## config.mk

```make
export PLATFORM = sky130hd
export DESIGN_NAME = brent_kung_16bit
export DESIGN_NICKNAME = d
export VERILOG_FILES = /design/src/rtl/brent_kung_16bit.sv
export SDC_FILE = /design/constraint.sdc
export NUM_CORES = 1
export LEC_CHECK = 0
export ABC_AREA = 1
export CAP_MARGIN = 15
export CORE_MARGIN = 2
export CORE_UTILIZATION = 43
export DETAILED_ROUTE_END_ITERATION = 6
export PLACE_DENSITY = 0.8
export SLEW_MARGIN = 10
export SYNTH_ARGS = -nofsm -noshare
export SYNTH_HDL_FRONTEND = slang
export SYNTH_SLANG_ARGS = --single-unit
```

## constraint.sdc

```tcl
create_clock -name clk -period 0.9 [get_ports clk]
set_input_delay 0.09 -clock clk [delete_from_list [all_inputs] [get_ports clk]]
set_output_delay 0.09 -clock clk [all_outputs]
set_load 0.05 [all_outputs]
```

## src/rtl/brent_kung_16bit.sv

```systemverilog
// Registered 16-bit adder with carry-in/carry-out.
// Carries come from a Brent-Kung prefix tree (up-sweep + down-sweep).
module brent_kung_16bit (
  input  logic        clk,
  input  logic        rst_n,
  input  logic [15:0] a,
  input  logic [15:0] b,
  input  logic        Cin,
  input  logic        in_valid,
  output logic [15:0] Sum,
  output logic        Cout,
  output logic        out_valid
);

  logic [15:0] p;
  logic [15:0] g;
  logic [15:0] c;
  logic [15:0] s;
  logic        g0;

  logic [7:0]  g1;
  logic [7:1]  p1;
  logic [3:0]  g2;
  logic [3:1]  p2;
  logic [1:0]  g3;
  logic        p3;
  logic        g4;

  logic d2, d4, d5, d6, d8, d9;
  logic d10, d11, d12, d13, d14;

  assign p  = a ^ b;
  assign g  = a & b;
  assign g0 = g[0] | (p[0] & Cin);

  // Groups rooted at bit 0 only ever need G
  assign g1[0] = g[1] | (p[1] & g0);

  for (genvar k = 1; k < 8; k++) begin : gen_l1
    assign g1[k] = g[2*k+1] | (p[2*k+1] & g[2*k]);
    assign p1[k] = p[2*k+1] & p[2*k];
  end

  assign g2[0] = g1[1] | (p1[1] & g1[0]);

  for (genvar k = 1; k < 4; k++) begin : gen_l2
    assign g2[k] = g1[2*k+1] | (p1[2*k+1] & g1[2*k]);
    assign p2[k] = p1[2*k+1] & p1[2*k];
  end

  assign g3[0] = g2[1] | (p2[1] & g2[0]);
  assign g3[1] = g2[3] | (p2[3] & g2[2]);
  assign p3    = p2[3] & p2[2];
  assign g4    = g3[1] | (p3 & g3[0]);

  assign d11 = g2[2] | (p2[2] & g3[0]);

  assign d5  = g1[2] | (p1[2] & g2[0]);
  assign d9  = g1[4] | (p1[4] & g3[0]);
  assign d13 = g1[6] | (p1[6] & d11);

  assign d2  = g[2]  | (p[2]  & g1[0]);
  assign d4  = g[4]  | (p[4]  & g2[0]);
  assign d6  = g[6]  | (p[6]  & d5);
  assign d8  = g[8]  | (p[8]  & g3[0]);
  assign d10 = g[10] | (p[10] & d9);
  assign d12 = g[12] | (p[12] & d11);
  assign d14 = g[14] | (p[14] & d13);

  assign c = {d14, d13, d12, d11,
              d10, d9,  d8,  g3[0],
              d6,  d5,  d4,  g2[0],
              d2,  g1[0], g0, Cin};

  assign s = p ^ c;

  always_ff @(posedge clk or negedge rst_n) begin
    if (!rst_n) begin
      Sum       <= 16'h0000;
      Cout      <= 1'b0;
      out_valid <= 1'b0;
    end else begin
      out_valid <= in_valid;
      if (in_valid) begin
        Sum  <= s;
        Cout <= g4;
      end
    end
  end

endmodule

```

* Word level (Yosys, flattened, before mapping)
Cells that the tools add are included. W data, S select, Z words.
Storage, ports and cells: word-level logic and storage cells 71, output and inout port bits 18, bits in registers 18, bits of input ports 36
Cells by class: bitwise gates (word level) 68
Operator list (count):
- $and A1 B1 Y1 | 38
- $xor A16 B16 Y16 | 2
- $or A1 B1 Y1 | 27
- $and A16 B16 Y16 | 1

* Logic depth before layout (Yosys ltp)
Gate-level depths: netlist (run 1).
depth in word-level cells 16, gate-level depth with buffers 15, gate-level depth less buffers 15

* Least setup slack after synthesis (run 1)
OpenSTA, ideal clock, no wires.
path kind input to register, start point input port a[0], end point register Sum[15], buffers on the path 0, setup slack -1.022 ns, library setup time 0.122 ns, data required time 0.778 ns, arrival time 1.800 ns, stages 15, cells stage by stage inv_1 fa_1 inv_1 fa_1 nand2_1 nand2_1 nand3_2 nand2_2 nand2_2 nand2_2 nand2_1 nand2_1 fa_1 xnor2_1 o21ai_1
Between the ends: longest elaborated chain between the ends 16, elaborated cells on any way between the ends 17, those cells by class 17 x bitwise
RTL lines:
- start: declaration | line 6 | input logic [15:0] a,
- $xor A16 B16 Y16 | line 32 | assign p = a ^ b;
- $and A1 B1 Y1 | line 34 | assign g0 = g[0] | (p[0] & Cin);
- $or A1 B1 Y1 (*) | line 34
- $and A1 B1 Y1 (*) | line 37 | assign g1[0] = g[1] | (p[1] & g0);
- $or A1 B1 Y1 (*) | line 37
- $and A1 B1 Y1 (*) | line 44 | assign g2[0] = g1[1] | (p1[1] & g1[0]);
- $or A1 B1 Y1 (*) | line 44
- $and A1 B1 Y1 (*) | line 51 | assign g3[0] = g2[1] | (p2[1] & g2[0]);
- $or A1 B1 Y1 (*) | line 51
- $and A1 B1 Y1 (*) | line 56 | assign d11 = g2[2] | (p2[2] & g3[0]);
- $or A1 B1 Y1 (*) | line 56
- $and A1 B1 Y1 (*) | line 60 | assign d13 = g1[6] | (p1[6] & d11);
- $or A1 B1 Y1 (*) | line 60
- $and A1 B1 Y1 (*) | line 68 | assign d14 = g[14] | (p[14] & d13);
- $or A1 B1 Y1 (*) | line 68
- $xor A16 B16 Y16 (*) | line 75 | assign s = p ^ c;
- end signal: assignment | line 85 | Sum <= s;
- end: declaration | line 10 | output logic [15:0] Sum,
Every way passes the cells marked *; elsewhere a longest branch is shown, timed or not. A chain may end at the register's enable or synchronous reset.

* Worst setup path after layout (run 1)
start point input port a[8], end point register Sum[14]
Between the ends: longest elaborated chain between the ends 9, elaborated cells on any way between the ends 13, those cells by class 13 x bitwise
RTL lines:
- $and A16 B16 Y16 | line 33 | assign g = a & b;
- $and A1 B1 Y1 | line 40 | assign g1[k] = g[2*k+1] | (p[2*k+1] & g[2*k]);
- $or A1 B1 Y1 | line 40
- $and A1 B1 Y1 | line 47 | assign g2[k] = g1[2*k+1] | (p1[2*k+1] & g1[2*k]);
- $or A1 B1 Y1 | line 47
- $or A1 B1 Y1 (*) | line 56
- $and A1 B1 Y1 (*) | line 60
- $or A1 B1 Y1 (*) | line 60
- $xor A16 B16 Y16 (*) | line 75
- via s[14] | line 18 | logic [15:0] s;
The timed path passes the listed nets; every way through them passes the cells marked *.

==> results of run 1 <==
per-layer routing:
metal	global-route usage (%)	vias to the layer above
li1	-	656
met1	24.7	661
met2	44.9	49
met3	3.28	12
met4	13.3	0
met5	0	-
sequential cells by signal (all words and copies together), names as in the netlist:
name       count
out_valid      1
Sum           16
Cout           1
path summary, 6_finish.rpt:
check / start / end / slack [ns]
max reg2reg: Cout / Cout / -0.10
min reg2reg: Sum[8] / Sum[8] / 0.56
max in group asynchronous: rst_n / Sum[13] / 0.64
min in group clk: b[0] / Sum[0] / 0.24
min: rst_n / Sum[2] / 0.13
max: a[8] / Sum[14] / -0.85
layout make-up:
class / count / area (um2)
Timing Repair Buffer: 97 / 1050
Clock buffer: 3 / 22.5
Inverter: 16 / 70.1
Multi-Input combinational cell: 108 / 920
Tap cell: 33 / 41.3
Fill cell: 148 / 422
Sequential cell: 18 / 450
cell families after synthesis:
family / synth area share [%]
flops: 34.2
fa+ha+maj: 26.9
buf+inv: 6.17
compound gates: 7.88
xor+xnor: 4.65
simple gates: 20.2
power breakdown:
part           total [mW]  switching [mW]  internal [mW]
sequential           1.12           0.164          0.955
clock               0.411           0.255          0.156
combinational        2.34            1.11           1.23
total                3.87            1.53           2.34
worst max-delay path, delay by kind of cell:
family	cells	cell delay, ns
fa+ha+maj	2	0.74
buf+inv	1	0.44
compound gates	2	0.38
simple gates	5	0.34
stage by stage:
step,TNS [ns],setup slack (ns),total power [mW]
after detailed placement,-23.71,-1.68,3.21
after floorplan,-11.83,-0.970,2.04
after global routing,-13.34,-0.932,4.06
after CTS,-11.57,-0.855,3.73
final,-11.96,-0.854,3.87
after global placement,-23.02,-1.60,3.14
timing repair:
action	in CTS	in global routing
resized for setup	52	10
pin swaps	30	10
buffers inserted	7	9
cloned	0	0
endpoints found under the setup margin	35	34
placed cells by master (no fill, tap or decap):
cell type / instances
a21o_1: 1
clkdlybuf4s50_1: 13
buf_6: 5
o22ai_1: 1
buf_4: 40
dlymetal6s2s_1: 1
inv_2: 5
inv_8: 1
a21oi_4: 1
nor3_4: 1
o21ai_1: 10
or2_1: 2
a31o_1: 1
buf_8: 1
xor2_2: 1
a21boi_2: 1
and2_4: 1
nand2_2: 11
nand2_1: 38
xnor2_2: 4
dlygate4sd2_1: 18
ha_1: 11
dfrtp_1: 18
inv_4: 1
nor2_1: 4
inv_1: 8
nor2_2: 2
a21oi_2: 1
xnor2_1: 1
xor2_1: 1
ha_4: 3
buf_12: 19
clkinv_1: 1
clkbuf_4: 3
a21oi_1: 2
fa_2: 9
nand3_2: 1
==> impl_results.md, run 1 <==
* Outcome: finished, violations left
* Failing checks: setup timing
* Gate Count Post-Synth at 145
* Final Max Tran Viols at 0
* DP Area at around 2300 um2
* List of most frequent post-synthesis cells: nand2_1, dfrtp_1, ha_1, inv_1, o21ai_1
* Number of setup violations in the final report at 34
* Std cell rows at 20
* Vias post-DR at ~1400
* FFs w/ async S/R, synth at 100%
* Final worst slack at -0.854 ns
* Dpl cells at 256
* CP max-delay cell: fa_2
* Final hold slack at 0.132 ns
* Top-area cell type share of the netlist area at 34.2%
* Clock slew at reported path FFs at 0.11 ns
* Final core area utilization at 85.8%
* CP arrival at 1.99 ns
* Syn_nets at roughly 200
* Number of nets in the layout at 303
* Met3 wire length at 178 um
* Uppermost layer routed: met4
* Slowest stage delay, CP at 0.52 ns
* Yosys warnings at 0
* Initial DRT Pass Iterations at 4
* Hold crit path type: primary input to async pin
* Share of post-route cells with drive strength above 1 at a little under half
* Count leader, synth: nand2_1
* CP most frequent cell: nand2_2
* Drt drc at 0
* Clk_lat worst skew at 0.29 ns
* Num CTS Buffers at 3
* Critical Path, Cell by Cell: clkdlybuf4s50_1 -> ha_1 -> a21o_1 -> a21boi_2 -> nand2_2 -> nand2_2 -> nand2_2 -> fa_2 -> nand2_1 -> nand2_1
* ANT nets after route at 0
* Crit path max fanout at 2
* Fmax at 570 MHz
* Fin crit share at 195%
* Final Hold Violating Endpoints at 0
* N_diodes at 0
* Type of origin of the critical path: primary input
* I/O pin cnt at 54
* Slew HR at between 80% and 90%
* P&R area growth vs syn at 93.8%
* H-Tree Level Count at 1
* Netlist cell types at 25
* CP Class: primary input to register
* Port Buffer Count at 53
* Total GRT Usage at 23.8%
* Dominant synthesized flop cell: dfrtp_1
* Post-Layout Inst Area at around 2600 um2
* Number of max-cap violations at 0
* Fin Clk Skew at 0 ns
* Antenna violations before repair at 0
* Sequential fraction of the synthesis area at 34.2%
* Synth area leader: dfrtp_1
* Die W at 59.4 um
* Crit path required time at 1.14 ns
* Metal-1 WL at roughly 1400 um
* Reg2reg path depth at 5
* Crit. End Element: register
* # clock sinks at 18
* Non-filler instance count after layout at between 200 and 300
* EDFF count, synth at 0
* Largest net degree at the start of global routing at 19
* Total grt overflow at 0
* Tightest Pin Transition at 0.222 ns
* Initial Util at 44.3%
* Vias in the first global route at 1490
* CTS Hold Buffers Added at 0
* RSZ-0062 raised after global routing: true
* Netlist Area Pre-Place at 1320 um2
* First-pass GRT wire length at 6220 um
* Main area contributors after synthesis: dfrtp_1, fa_1, ha_1, nand2_1, inv_1
* Vias per inst at 5.01
* GP Congestion at 0.762
* Synth Register Bits at 18
* Core ar. at 2980 um2
* CTS root buffer: clkbuf_4
* DR WL/cell at between 10 and 15 um
* Wirelength, routed at 3950 um
* Leak at 1.28 nW
* Final min period at approximately 1.8 ns
* CTS Buffer Depth at 2
* Die footprint at 3530 um2
* PD cells at 1510 nW/um2
* Post-Syn Area per Cell at approximately 9.1 um2
* Initial DRC Count at 47
* Die H at 59.4 um
* Peak VDD IR at approximately 860 uV
* Met2 wire len at 2270 um
* CTS tree: done
* Post-DP HPWL at between 2000 and 3000 um
No activity file was read; power rests on OpenSTA's default activity.
==> run 2, diff against run 1 <==
--- a/config.mk
+++ b/config.mk
@@ -6,12 +6,12 @@
 export NUM_CORES = 1
 export LEC_CHECK = 0
 export ABC_AREA = 1
-export CAP_MARGIN = 15
+export CAP_MARGIN = 20
 export CORE_MARGIN = 2
 export CORE_UTILIZATION = 43
 export DETAILED_ROUTE_END_ITERATION = 6
 export PLACE_DENSITY = 0.8
-export SLEW_MARGIN = 10
+export SLEW_MARGIN = 20
 export SYNTH_ARGS = -nofsm -noshare
 export SYNTH_HDL_FRONTEND = slang
 export SYNTH_SLANG_ARGS = --single-unit
==> results of run 2 <==
Same layout as run 1: the final DEF is identical, and so are final timing and power.
==> run 3, diff against run 2 <==
--- a/config.mk
+++ b/config.mk
@@ -6,7 +6,6 @@
 export NUM_CORES = 1
 export LEC_CHECK = 0
 export ABC_AREA = 1
-export CAP_MARGIN = 20
 export CORE_MARGIN = 2
 export CORE_UTILIZATION = 43
 export DETAILED_ROUTE_END_ITERATION = 6
==> results of run 3 <==
Same layout as run 1: the final DEF is identical, and so are final timing and power.
